`src/rtl/hazard_sequencer.sv`:
```
// hazard_sequencer
//   Hazard and sequencing controller for a 5-stage MIPS pipeline (IF/ID/EX/MEM/WB).
//   Generates pipeline-register stall/flush controls, the ID and EX forwarding
//   selects, drains the pipeline before a syscall is serviced, and counts
//   stall cycles.
//
// Ports
//   clk, reset                    rising-edge clock, async active-high reset
//   rs_D, rt_D                    ID source registers
//   rs_E, rt_E                    EX source registers
//   writeReg_E/_M/_W              destination registers in EX/MEM/WB
//   regWrite_E/_M/_W              register-write enables in EX/MEM/WB
//   memToReg_E, memToReg_M        load flags in EX/MEM
//   branch_D, jr_D, syscall_D     instruction class in ID
//   syscall_exit                  exit request, sampled in SERVICE
//   pcsrc_D                       taken branch / jump resolved in ID
//   stall_F, stall_D              hold PC / IF_ID
//   flush_D, flush_E              clear IF_ID / ID_EX
//   forwardA_D, forwardB_D        ID comparator operand from ALUOut_M
//   forwardA_E, forwardB_E        ALU operand select: 00 RD, 10 ALUOut_M, 01 Result_W
//   syscall_fire                  one-cycle syscall enable
//   halted                        processor halted
//   stall_count                   saturating stall-cycle counter
module hazard_sequencer #(
  parameter int DRAIN_CYCLES = 3,
  parameter int CNT_W        = 32
) (
  input  logic             clk,
  input  logic             reset,
  input  logic [4:0]       rs_D,
  input  logic [4:0]       rt_D,
  input  logic [4:0]       rs_E,
  input  logic [4:0]       rt_E,
  input  logic [4:0]       writeReg_E,
  input  logic [4:0]       writeReg_M,
  input  logic [4:0]       writeReg_W,
  input  logic             regWrite_E,
  input  logic             regWrite_M,
  input  logic             regWrite_W,
  input  logic             memToReg_E,
  input  logic             memToReg_M,
  input  logic             branch_D,
  input  logic             jr_D,
  input  logic             syscall_D,
  input  logic             syscall_exit,
  output logic             stall_F,
  output logic             stall_D,
  output logic             flush_D,
  output logic             flush_E,
  input  logic             pcsrc_D,
  output logic             forwardA_D,
  output logic             forwardB_D,
  output logic [1:0]       forwardA_E,
  output logic [1:0]       forwardB_E,
  output logic             syscall_fire,
  output logic             halted,
  output logic [CNT_W-1:0] stall_count
);

  localparam int DW = (DRAIN_CYCLES > 1) ? $clog2(DRAIN_CYCLES) : 1;

  typedef enum logic [1:0] {S_RUN, S_DRAIN, S_SERVICE, S_HALT} state_t;

  state_t           r_state, w_state_nxt;
  logic [DW-1:0]    r_drain, w_drain_nxt;
  logic             r_sys_flush, w_sys_flush_nxt;
  logic [CNT_W-1:0] r_stall_count;

  logic w_m_rsE, w_w_rsE, w_m_rtE, w_w_rtE;
  logic w_e_rsD, w_e_rtD, w_ml_rsD, w_ml_rtD;
  logic w_lwstall, w_brstall, w_hazard;

  // Register matches; register 0 never matches.
  always_comb begin
    w_m_rsE  = regWrite_M && (writeReg_M != '0) && (writeReg_M == rs_E);
    w_m_rtE  = regWrite_M && (writeReg_M != '0) && (writeReg_M == rt_E);
    w_w_rsE  = regWrite_W && (writeReg_W != '0) && (writeReg_W == rs_E);
    w_w_rtE  = regWrite_W && (writeReg_W != '0) && (writeReg_W == rt_E);
    w_e_rsD  = (writeReg_E != '0) && (writeReg_E == rs_D);
    w_e_rtD  = (writeReg_E != '0) && (writeReg_E == rt_D);
    w_ml_rsD = memToReg_M && (writeReg_M != '0) && (writeReg_M == rs_D);
    w_ml_rtD = memToReg_M && (writeReg_M != '0) && (writeReg_M == rt_D);
  end

  always_comb begin
    forwardA_E = w_m_rsE ? 2'b10 : (w_w_rsE ? 2'b01 : 2'b00);
    forwardB_E = w_m_rtE ? 2'b10 : (w_w_rtE ? 2'b01 : 2'b00);
    forwardA_D = regWrite_M && (writeReg_M != '0) && (writeReg_M == rs_D);
    forwardB_D = regWrite_M && (writeReg_M != '0) && (writeReg_M == rt_D);
  end

  // jr only reads rs, so rt hazards apply to branches alone.
  always_comb begin
    w_lwstall = memToReg_E && (w_e_rsD || w_e_rtD);
    w_brstall = (branch_D || jr_D) &&
                ((regWrite_E && (w_e_rsD || (branch_D && w_e_rtD))) ||
                 (w_ml_rsD || (branch_D && w_ml_rtD)));
    w_hazard  = w_lwstall || w_brstall;
  end

  // Next state and outputs
  always_comb begin
    w_state_nxt     = r_state;
    w_drain_nxt     = r_drain;
    w_sys_flush_nxt = 1'b0;
    stall_F         = 1'b0;
    stall_D         = 1'b0;
    flush_E         = 1'b0;
    syscall_fire    = 1'b0;
    halted          = 1'b0;
    unique case (r_state)
      S_RUN: begin
        stall_F = w_hazard;
        stall_D = w_hazard;
        flush_E = w_hazard;
        // The cycle after service the syscall is still in ID being flushed;
        // it must not start a second drain.
        if (syscall_D && !w_hazard && !r_sys_flush) begin
          w_state_nxt = S_DRAIN;
          w_drain_nxt = DW'(DRAIN_CYCLES - 1);
        end
      end
      S_DRAIN: begin
        stall_F = 1'b1;
        stall_D = 1'b1;
        flush_E = 1'b1;
        if (r_drain == '0) w_state_nxt = S_SERVICE;
        else               w_drain_nxt = r_drain - 1'b1;
      end
      S_SERVICE: begin
        stall_F      = 1'b1;
        stall_D      = 1'b1;
        flush_E      = 1'b1;
        syscall_fire = 1'b1;
        if (syscall_exit) begin
          w_state_nxt = S_HALT;
        end else begin
          w_state_nxt     = S_RUN;
          w_sys_flush_nxt = 1'b1;
        end
      end
      S_HALT: begin
        stall_F = 1'b1;
        stall_D = 1'b1;
        flush_E = 1'b1;
        halted  = 1'b1;
      end
      default: w_state_nxt = S_RUN;
    endcase
    flush_D = r_sys_flush || (pcsrc_D && !stall_D);
  end

  always_ff @(posedge clk or posedge reset) begin
    if (reset) begin
      r_state     <= S_RUN;
      r_drain     <= '0;
      r_sys_flush <= 1'b0;
    end else begin
      r_state     <= w_state_nxt;
      r_drain     <= w_drain_nxt;
      r_sys_flush <= w_sys_flush_nxt;
    end
  end

  always_ff @(posedge clk or posedge reset) begin
    if (reset) begin
      r_stall_count <= '0;
    end else if (stall_D && (r_state != S_HALT) && (r_stall_count != '1)) begin
      r_stall_count <= r_stall_count + 1'b1;
    end
  end

  assign stall_count = r_stall_count;

endmodule

```
`config.mk`:
```
export PLATFORM = sky130hd
export DESIGN_NAME = hazard_sequencer
export DESIGN_NICKNAME = d
export VERILOG_FILES = /design/src/rtl/hazard_sequencer.sv
export SDC_FILE = /design/constraint.sdc
export NUM_CORES = 1
export LEC_CHECK = 0
export CORE_MARGIN = 5
export CORE_UTILIZATION = 40
export DETAILED_ROUTE_END_ITERATION = 16
export HOLD_SLACK_MARGIN = 0.15
export PLACE_DENSITY = 0.76
export SETUP_SLACK_MARGIN = 0.15
export SLEW_MARGIN = 15
export SYNTH_ARGS = -nofsm -noshare
export SYNTH_HDL_FRONTEND = slang
export SYNTH_SLANG_ARGS = --single-unit
```
`constraint.sdc`:
```
create_clock -name clk -period 3.5 [get_ports clk]
set_input_delay 0.7 -clock clk [delete_from_list [all_inputs] [get_ports clk]]
set_output_delay 0.7 -clock clk [all_outputs]
set_load 0.05 [all_outputs]
```
Yosys cells after proc, flatten, opt, wreduce, memory -nomap -nowiden
Cells that the tools add are included.

RAM bits: 0. ROM bits: 0. Output and inout bits: 44. Latch bits: 0. Logic and storage cells: 81. Bits of input ports: 47. Register bits after elaboration: 37. Memories: 0.

Bitwise logic cells: 0. $mul: 0. Order comparisons: 0. Divide/modulo/power cells: 0. Equal/unequal tests: 16. Reductions and logical operators: 43. $add $sub $neg: 2. Mux-type cells: 16. Shift-type cells: 0.

Operators with widths (number): 5-bit == test (8); 32-bit by 1-bit adder with 32-bit output, second input constant (1); 32-bit != test, second input constant (1); 1-bit logical AND (23); 5-bit nonzero test (3); 2-bit two-way mux (7); 2-bit != test, second input constant (4); 1-bit logical OR (7); 1-bit two-way mux (6); 2-bit one-hot mux with 3 select lines (1); 3-bit AND reduction (2); 2-bit == test, second input constant (2); 2-bit logical NOT (2); 2-bit one-hot mux with 2 select lines (1); 1-bit logical NOT (3); 3-bit nonzero test (1); 3-bit OR reduction (1); 2-bit by 1-bit == test with 1-bit output, second input constant (1); 1-bit one-hot mux with 2 select lines (1); 2-bit nonzero test (1); 2-bit by 1-bit subtractor with 2-bit output, second input constant (1).

Depth between registers and ports, before layout
Gate-level depths: netlist (run 1).

Depth after elaboration: 13. Depth in mapped cells: 8.

Worst setup path after synthesis (run 1)
OpenSTA, ideal clock, no wires.

Kind: input to output. Start: in writeReg_M[0]. End: out forwardA_E[0]. Path slack: -0.092 ns. Arrival: 2.892 ns. Cell stages on the path: 6. Cell sequence: clkbuf_1 -> nor3_1 -> nand2_1 -> nand2_1 -> nor4_1 -> nor4_1.

Cells in the longest elaborated chain, start to end: 4.

RTL lines: start, declared (RTL line 35) `input logic [4:0] writeReg_M,`; 5-bit nonzero test (RTL line 75) `w_m_rsE = regWrite_M && (writeReg_M != '0) && (writeReg_M == rs_E);`; 1-bit logical AND (RTL line 75); 1-bit logical AND (*) (RTL line 75); named net w_m_rsE (RTL line 69) `logic w_m_rsE, w_w_rsE, w_m_rtE, w_w_rtE;`; 2-bit two-way mux (*) (RTL line 86) `forwardA_E = w_m_rsE ? 2'b10 : (w_w_rsE ? 2'b01 : 2'b00);`; end, declared (RTL line 53) `output logic [1:0] forwardA_E,`.

Mark *: on every way through the listed nets, which the timed path passes. The rest lies on a longest branch.

Worst setup path in the final report (run 1)
Start: in writeReg_E[2]. End: out stall_F.

Cells in the longest elaborated chain, start to end: 9.

RTL lines: start, declared (RTL line 34) `input logic [4:0] writeReg_E,`; 5-bit == test or 5-bit nonzero test (tied branches) (RTL line 80, 79); 1-bit logical AND (RTL line 80) `w_e_rtD = (writeReg_E != '0) && (writeReg_E == rt_D);`; 1-bit logical AND (RTL line 96) `((regWrite_E && (w_e_rsD || (branch_D && w_e_rtD))) ||`; 1-bit logical OR (RTL line 96); 1-bit logical AND (RTL line 96); 1-bit logical OR (RTL line 96); 1-bit logical AND (RTL line 95) `w_brstall = (branch_D || jr_D) &&`; 1-bit logical OR (*) (RTL line 98) `w_hazard = w_lwstall || w_brstall;`; 1-bit one-hot mux with 2 select lines (*) (RTL line 111) `unique case (r_state)`; end, declared (RTL line 46) `output logic stall_F,`.

Mark *: on every way between the ends. The rest lies on a longest branch, timed or not.

==> results of run 1 <==
[layer usage]
metal / part of all wire / vias up / GRT usage
met4: 0.0045 / 0 / 0.03401
li1: - / 1151 / -
met3: 0.059 / 2 / 0.04591
met1: 0.43 / 1122 / 0.1932
met5: 0 / - / 0
met2: 0.50 / 72 / 0.2841
[sequential cells by signal (all words and copies together) (netlist names)]
| name | count |
|---|---|
| r_sys_flush | 1 |
| stall_count | 32 |
| r_drain | 2 |
| r_state | 2 |
[layout by cell type (no fill, tap or decap), types with 5 or more instances in the layout]
master	count
xor2_1	27
nand4_1	19
ha_1	6
clkdlybuf4s50_1	79
nand2_1	17
buf_12	6
buf_4	14
inv_1	8
xnor2_1	44
and3_1	10
clkbuf_8	5
dfrtp_1	37
nand3_1	18
nor2_1	19
[cell usage after synthesis (2+ instances only)]
| master | number |
|---|---|
| nand4_1 | 19 |
| nor4_1 | 5 |
| nand2b_1 | 3 |
| o21a_1 | 2 |
| and3_1 | 10 |
| or4_1 | 4 |
| and4_1 | 3 |
| xnor2_1 | 44 |
| nand3_1 | 18 |
| clkbuf_1 | 5 |
| xor2_1 | 27 |
| nor3_1 | 3 |
| o211ai_1 | 2 |
| nor2b_1 | 2 |
| nor2_1 | 19 |
| and2_1 | 3 |
| nand2_1 | 17 |
| nand3b_1 | 2 |
| buf_2 | 4 |
| buf_4 | 4 |
| o2111ai_1 | 2 |
| inv_1 | 8 |
| o21ai_0 | 3 |
| dfrtp_1 | 37 |
| ha_1 | 6 |
[logic make-up (layout without fill, tap and decap cells)]
kind of cell,Yosys count,in the layout,synth area share
AND/OR/NAND/NOR,114,114,0.2498
XOR/XNOR,71,71,0.2439
flip-flops,37,37,0.3631
buffers and inverters,22,119,0.04024
AO/OA/AOI/OAI,21,21,0.06919
adder cells (fa/ha/maj),6,6,0.02944
multiplexers,1,1,0.004416
[what timing repair did]
action                                  in CTS  in global routing
endpoints found under the hold margin        0                  0
endpoints found under the setup margin       0                  6
gates resized for setup                      0                  6
setup buffers                                0                  6
[stage by stage]
step | cell area (um2) | setup WS (ps) | total power [uW] | hold WS, ps | instances
after floorplan | 2566 | 357.3 | 1240 | 531.1 | 272
after global placement | 3588 | 175.6 | 1533 | 481.5 | 431
after detailed placement | 3588 | 167.9 | 1557 | 485.5 | 431
after CTS | 3675 | 165.2 | 1849 | 495.2 | 439
after global routing | 3785 | 150.7 | 2066 | 521.8 | 446
final | 3785 | 221.7 | 1947 | 493.2 | 446
[final timing paths]
| check | start | endpoint | slack, ps |
|---|---|---|---|
| worst max-delay path | writeReg_E[2] | stall_F | 220 |
| worst min-delay path | stall_count[27] | stall_count[27] | 490 |
| worst max register to register | stall_count[0] | stall_count[26] | 990 |
| worst min register to register | stall_count[27] | stall_count[27] | 490 |
| max in group asynchronous | reset | stall_count[9] | 2340 |
| min in group asynchronous | reset | stall_count[18] | 820 |
[worst max-delay path, cell delays in order]
cell	delay (ps)
clkdlybuf4s50_1	470
or4_4	530
o22a_1	220
clkinv_1	100
o2111ai_4	190
buf_12	190
buf_4	180
[where the power goes]
part           leakage, uW  total (uW)  switching, uW  internal (uW)
Combinational      0.00101        1080            622            457
Clock            0.0000439         295            157            137
Sequential        0.000490         573           76.9            496
[final cells by class]
cell class / count / area, um2 / share of cell area
tap: 77 / 96.34 / 0.02545
multi-input combinational: 213 / 1584 / 0.4185
clock buffer: 5 / 68.82 / 0.01818
sequential: 37 / 925.9 / 0.2446
timing repair buffer: 102 / 1059 / 0.2797
clock inverter: 3 / 17.52 / 0.004628
inverter: 9 / 33.78 / 0.008926
==> flow_summary.json, run 1 <==
{
  "rows": 29,
  "synth-edff-count": 0,
  "period_minus_slack_ps": 3278,
  "syn-num-nets": 325,
  "wl_per_cell_um": 15.38,
  "syn_area_mm2": 0.002550,
  "viasPerCell": 5.262,
  "synthArstFlopShare": 1.000,
  "drtIter0Drc": 86,
  "syn2layout_area_growth_pct": 48.43,
  "yosys_warnings": 0,
  "h-tree-depth": 2,
  "numCtsBuffers": 5,
  "io_buffer_count": 90,
  "synthDistinctLibCells": 45,
  "synth_area_leaders": "dfrtp_1 (36%), xnor2_1 (15%), xor2_1 (9.3%)",
  "final_core_util": 0.6030,
  "drc": 0,
  "endpoint_kind": "output port",
  "cp-start-kind": "input pin",
  "hold_depth": 1,
  "tns_ps": 0,
  "setup_violations": 0,
  "cp_max_fo": 6,
  "overflow": 0,
  "drv_cap": 0,
  "pin_count": 91,
  "slew_headroom": 0.4788,
  "fmax_mhz": 305.0,
  "ff2ff_path_depth": 7,
  "clk_transition_reported_paths_ps": 70,
  "die_h_um": 89.84,
  "netlist_instances": 272,
  "diodes": 0,
  "yosys.area.top_type": "dfrtp_1",
  "num_vias": 2347,
  "fin_skew_ps": 8.895,
  "path_class": "input pin to output port",
  "ys_ff_latch": 37,
  "ctsHoldBuffers": 0,
  "dp_hpwl_mm": 5.316,
  "cts_sinks": 37,
  "root_buffer": "clkbuf_8",
  "synth_seq_area_share": 0.3631,
  "p_leak_uw": 0.001546,
  "min_period_over_period": 0.9367,
  "status": "finished clean",
  "routed_wl_mm": 6.860,
  "tightest_slew_ps": 781.9,
  "drtPass1Iterations": 4,
  "hold_violations": 0,
  "slew_viol_final": 0,
  "gp_congestion": 0.8704,
  "die-area_mm2": 0.008071,
  "worstPathRequired_ps": 2800,
  "synthFlopType": "dfrtp_1",
  "antenna_found_initial": 0,
  "netlist.area_leader.share": 0.3631,
  "start_util": 0.4062,
  "nNetsFinal": 421,
  "nFillCells": 541,
  "core-area_mm2": 0.006277,
  "clk_latency_ps": 290,
  "worstPathArrival_ps": 2580,
  "chipWidth_um": 89.84,
  "ir_drop_mv": 0.4376,
  "grtUsageTotal": 0.1609,
  "avgSynthCellArea_um2": 9.375,
  "hold_path_class": "flop to flop",
  "antenna_left": 0,
  "grt_pass1_wl_mm": 11.06,
  "power_density_mw_per_mm2": 514.3,
  "grt_pass1_vias": 2373,
  "clockBufferDepth": 2,
  "grt_max_degree": 38,
  "cts_tree": "built",
  "rsz0062_at_grt": "false",
  "drive_above_1_share": 0.1138
}
Note: power is estimated with default switching activity, not from simulation.
==> run 2: changes to the inputs <==
- clock period: 3.5 -> 3.65 ns (I/O delays scaled with it)
==> run 2 against run 1 <==
Routed wire length down 2.7%. Die area unchanged. Clock-buffer cell count unchanged. Worst setup slack better by 67 ps. Critical path depth unchanged. Sequential share of layout area up 0.75 points. Design area down 3.0%. Critical path type unchanged. First-iteration DRC count down 8.1%. Global-route usage about the same. Combinational power down 13%. Worst hold slack better by 1.4 ps.
==> flow_summary.json, run 2 (synthesis gave the netlist of run 1 again) <==
{
  "status": "finished clean",
  "path_class": "input pin to output port",
  "ctsResizeCount": 0,
  "endpoint_kind": "output port",
  "rsz0062_at_grt": "false",
  "cp_max_fo": 4,
  "min_period_over_period": 0.9210,
  "path_cells": "clkdlybuf4s50_1 -> or4_1 -> o22a_1 -> clkinv_1 -> o2111ai_2 -> buf_4 -> buf_4",
  "dp_hpwl_mm": 5.478,
  "worstPathRequired_ps": 2920,
  "cts_sinks": 37,
  "hold_path_class": "flop to flop",
  "path_buf_inv": 4,
  "ctsHoldBuffers": 0,
  "syn2layout_area_growth_pct": 44.01,
  "routed_wl_mm": 6.677,
  "num_vias": 2325,
  "crit_top_cell": "buf_4",
  "drv_cap": 0,
  "ir_drop_mv": 0.3236,
  "grtUsageTotal": 0.1613,
  "drive_above_1_share": 0.09642,
  "nNetsFinal": 417,
  "drtPass1Iterations": 4,
  "largest_reg_flops": 32,
  "final_common_cell": "clkdlybuf4s50_1",
  "p_leak_uw": 0.001499,
  "root_buffer": "clkbuf_8",
  "worstPathArrival_ps": 2630,
  "start_util": 0.4062,
  "final_core_util": 0.5850,
  "slew_headroom": 0.4967,
  "clk_latency_ps": 290,
  "power_density_mw_per_mm2": 476.3,
  "final_cell_mix": "clkdlybuf4s50_1 (80), xnor2_1 (44), dfrtp_1 (37)",
  "cpLargestDelayFamily": "buffers and inverters",
  "cp-start-kind": "input pin",
  "hold_violations": 0,
  "numCtsBuffers": 5,
  "pin_count": 91,
  "gp_congestion": 0.8266,
  "clk_transition_reported_paths_ps": 60,
  "antenna_found_initial": 0,
  "clockBufferDepth": 2,
  "viasPerCell": 5.284,
  "tns_ps": 0,
  "cpMaxStageDelayCell": "or4_1",
  "slew_viol_final": 0,
  "drtIter0Drc": 79,
  "setup_violations": 0,
  "chipWidth_um": 89.84,
  "fin_skew_ps": 4.359,
  "period_minus_slack_ps": 3362,
  "io_buffer_count": 90,
  "slowest_delay_ps": 560,
  "drc": 0,
  "core-area_mm2": 0.006277,
  "cts_tree": "built",
  "wl_per_cell_um": 15.18,
  "fmax_mhz": 297.5,
  "tightest_slew_ps": 755.0,
  "r2r_setup_slack_ps": 1140,
  "diodes": 0,
  "rows": 29,
  "die_h_um": 89.84,
  "postCtsSetupRepairBufs": 0,
  "overflow": 0,
  "h-tree-depth": 2,
  "grt_pass1_vias": 2391,
  "grt_pass1_wl_mm": 11.08,
  "die-area_mm2": 0.008071,
  "power_uw": 1749,
  "antenna_left": 0,
  "grt_max_degree": 38
}
-- run 2: cell count changes in the layout (fill, tap and decap cells not counted), sizes merged --
| cell | previous run | this run |
|---|---|---|
| buf | 20 | 18 |
| clkbuf | 7 | 5 |
| clkinvlp | 1 | 0 |
| dlymetal6s2s | 1 | 0 |
| clkinv | 3 | 2 |
| clkdlybuf4s50 | 79 | 80 |
-- run 2: routing by layer --
layer | vias up | track usage | share of wire
met5 | - | 0 | 0
met4 | 0 | 0.03149 | 0.0094
met3 | 8 | 0.04424 | 0.056
met2 | 59 | 0.2902 | 0.51
met1 | 1114 | 0.1912 | 0.43
li1 | 1144 | - | -
-- run 2: path summary, 6_finish.rpt --
path                                      start  cells past startpoint         endpoint
worst max-delay path              writeReg_E[1]                      7          stall_D
worst min-delay path            stall_count[27]                      1  stall_count[27]
worst max register to register   stall_count[0]                      7  stall_count[26]
worst min register to register  stall_count[27]                      1  stall_count[27]
max in group asynchronous                 reset                      3  stall_count[10]
min in group asynchronous                 reset                      3  stall_count[18]
-- run 2: power by group --
group	switching, uW	internal [uW]	total [uW]	leakage [uW]
combinational	570	372	943	0.000969
sequential	72.5	476	548	0.000490
clock	133	125	258	0.0000399
total	776	973	1750	0.00150
-- run 2: layout make-up --
type / count / area [um2]
Fill cell: 556 / 2605
Timing Repair Buffer: 98 / 998.5
Multi-Input combinational cell: 213 / 1544
Tap cell: 77 / 96.34
Sequential cell: 37 / 925.9
Clock inverter: 1 / 5.005
Inverter: 9 / 33.78
Clock buffer: 5 / 68.82
-- run 2: stage by stage --
step | hold slack (ps) | cells | setup slack (ps) | instance area (um2)
after floorplan | 531.1 | 272 | 447.3 | 2566
after global placement | 482.8 | 434 | 306.7 | 3598
after detailed placement | 488.6 | 434 | 284.3 | 3598
after CTS | 498.5 | 440 | 275.4 | 3672
after global routing | 523.3 | 440 | 216.9 | 3672
final | 494.6 | 440 | 288.4 | 3672
==> run 3: changes to the inputs <==
- MAX_ROUTING_LAYER: unset -> met4
==> run 3 against run 2 <==
Fmax is essentially flat. Routed wire length decreased by 0.31%. Clock-buffer cell count unchanged. Design area did not move. Combinational power barely moved. Cell count unchanged. Clock skew decreased by 0.52 ps. Largest cell class unchanged. Largest power group unchanged. Highest routed layer unchanged.
==> flow_summary.json, run 3 (synthesis gave the netlist of run 1 again) <==
{
  "grt_max_degree": 38,
  "tightest_slew_ps": 755.6,
  "num_vias": 2337,
  "switching_power_uw": 775.8,
  "overflow": 0,
  "multi_input_area_mm2": 0.001544,
  "p_clk_frac": 0.147,
  "period_minus_slack_ps": 3363,
  "cts_sinks": 37,
  "grtUsageTotal": 0.1653,
  "root_buffer": "clkbuf_8",
  "place_ws_ps": 284.3,
  "clk_latency_ps": 280,
  "drv_cap": 0,
  "routed_wl_mm": 6.656,
  "regArea_um2": 925.9,
  "final_common_cell": "clkdlybuf4s50_1",
  "die-area_mm2": 0.008071,
  "h-tree-depth": 2,
  "status": "finished clean",
  "worstPathRequired_ps": 2920,
  "combPwrFrac": 0.539,
  "power_uw": 1749,
  "cp_max_fo": 4,
  "diodes": 0,
  "chipWidth_um": 89.84,
  "numCtsBuffers": 5,
  "fin_skew_ps": 3.840,
  "ctsHoldBuffers": 0,
  "slew_viol_final": 0,
  "gp_congestion": 0.8391,
  "grt_pass1_vias": 2392,
  "nFillCells": 556,
  "core-area_mm2": 0.006277,
  "worstPathArrival_ps": 2630,
  "fin_ws_ps": 287.3,
  "largest_reg_flops": 32,
  "antenna_left": 0,
  "cts_tree": "built",
  "final_core_util": 0.5850,
  "p_seq_frac": 0.314,
  "drc": 0,
  "drtPass1Iterations": 4,
  "hold_path_class": "flop to flop",
  "postCtsSetupRepairBufs": 0,
  "switching_share": 0.4435,
  "drive_above_1_share": 0.09642,
  "start_util": 0.4062,
  "pin_count": 91,
  "min_period_over_period": 0.9213,
  "critPathLaunch": "writeReg_E[1]",
  "regToRegStartpoint": "stall_count[0]",
  "drtIter0Drc": 85,
  "io_buffer_count": 90,
  "antenna_found_initial": 0,
  "power_density_mw_per_mm2": 476.3,
  "endpoint_kind": "output port",
  "die_h_um": 89.84,
  "dp_hpwl_mm": 5.478,
  "slew_headroom": 0.4962,
  "clk_transition_reported_paths_ps": 60,
  "syn2layout_area_growth_pct": 44.01,
  "final_cell_mix": "clkdlybuf4s50_1 (80), xnor2_1 (44), dfrtp_1 (37)",
  "ir_drop_mv": 0.3239,
  "viasPerCell": 5.311,
  "p_int_uw": 973.4,
  "cp-start-kind": "input pin",
  "path_class": "input pin to output port",
  "fmax_mhz": 297.4,
  "worstHoldStart": "stall_count[27]",
  "setup_violations": 0,
  "tns_ps": 0,
  "hold_violations": 0,
  "nNetsFinal": 417,
  "clockBufferDepth": 2,
  "p_leak_uw": 0.001499,
  "rows": 29,
  "rsz0062_at_grt": "false",
  "grt_pass1_wl_mm": 11.07,
  "ctsResizeCount": 0,
  "wl_per_cell_um": 15.13
}
run 3: final timing paths:
check / to / slack [ps] / cells after the start
worst max-delay path: stall_D / 290 / 7
worst min-delay path: stall_count[27] / 500 / 1
worst max register to register: stall_count[26] / 1130 / 7
worst min register to register: stall_count[27] / 500 / 1
max in group asynchronous: stall_count[10] / 2470 / 3
min in group asynchronous: stall_count[14] / 860 / 3
run 3: power groups by stage:
stage	Sequential [uW]	Combinational, uW	Clock (uW)
3_3_place_gp	553	924	0
5_1_grt	558	1010	283
3_5_place_dp	554	948	0
6_report	549	943	257
4_1_cts	548	950	267
2_1_floorplan	673	515	0
run 3: worst max-delay path, stage by stage:
cell             delay [ps]
clkdlybuf4s50_1         480
or4_1                   560
o22a_1                  220
clkinv_1                 80
o2111ai_2               170
buf_4                   210
buf_4                   180
run 3: area by class of cell:
type,count,area share
clock buffers,5,0.01874
multi-input cells,213,0.4204
inverters,9,0.009199
clock inverters,1,0.001363
flip-flops and latches,37,0.2521
repair buffers,98,0.2719
well taps,77,0.02624
run 3: per-layer routing:
layer  share of wire  global-route usage  up-vias
li1                -                   -     1145
met1            0.43              0.1938     1119
met2            0.51              0.2902       67
met3           0.053             0.03756        6
met4          0.0069             0.03149        0
met5               0                   -        -
run 3: metrics by stage:
stage,area [um2],hold slack (ps),cells
floorplan,2566,531.1,272
global placement,3598,482.8,434
detailed placement,3598,488.6,434
CTS,3672,498.5,440
global route,3672,523.3,440
finish,3672,497.9,440
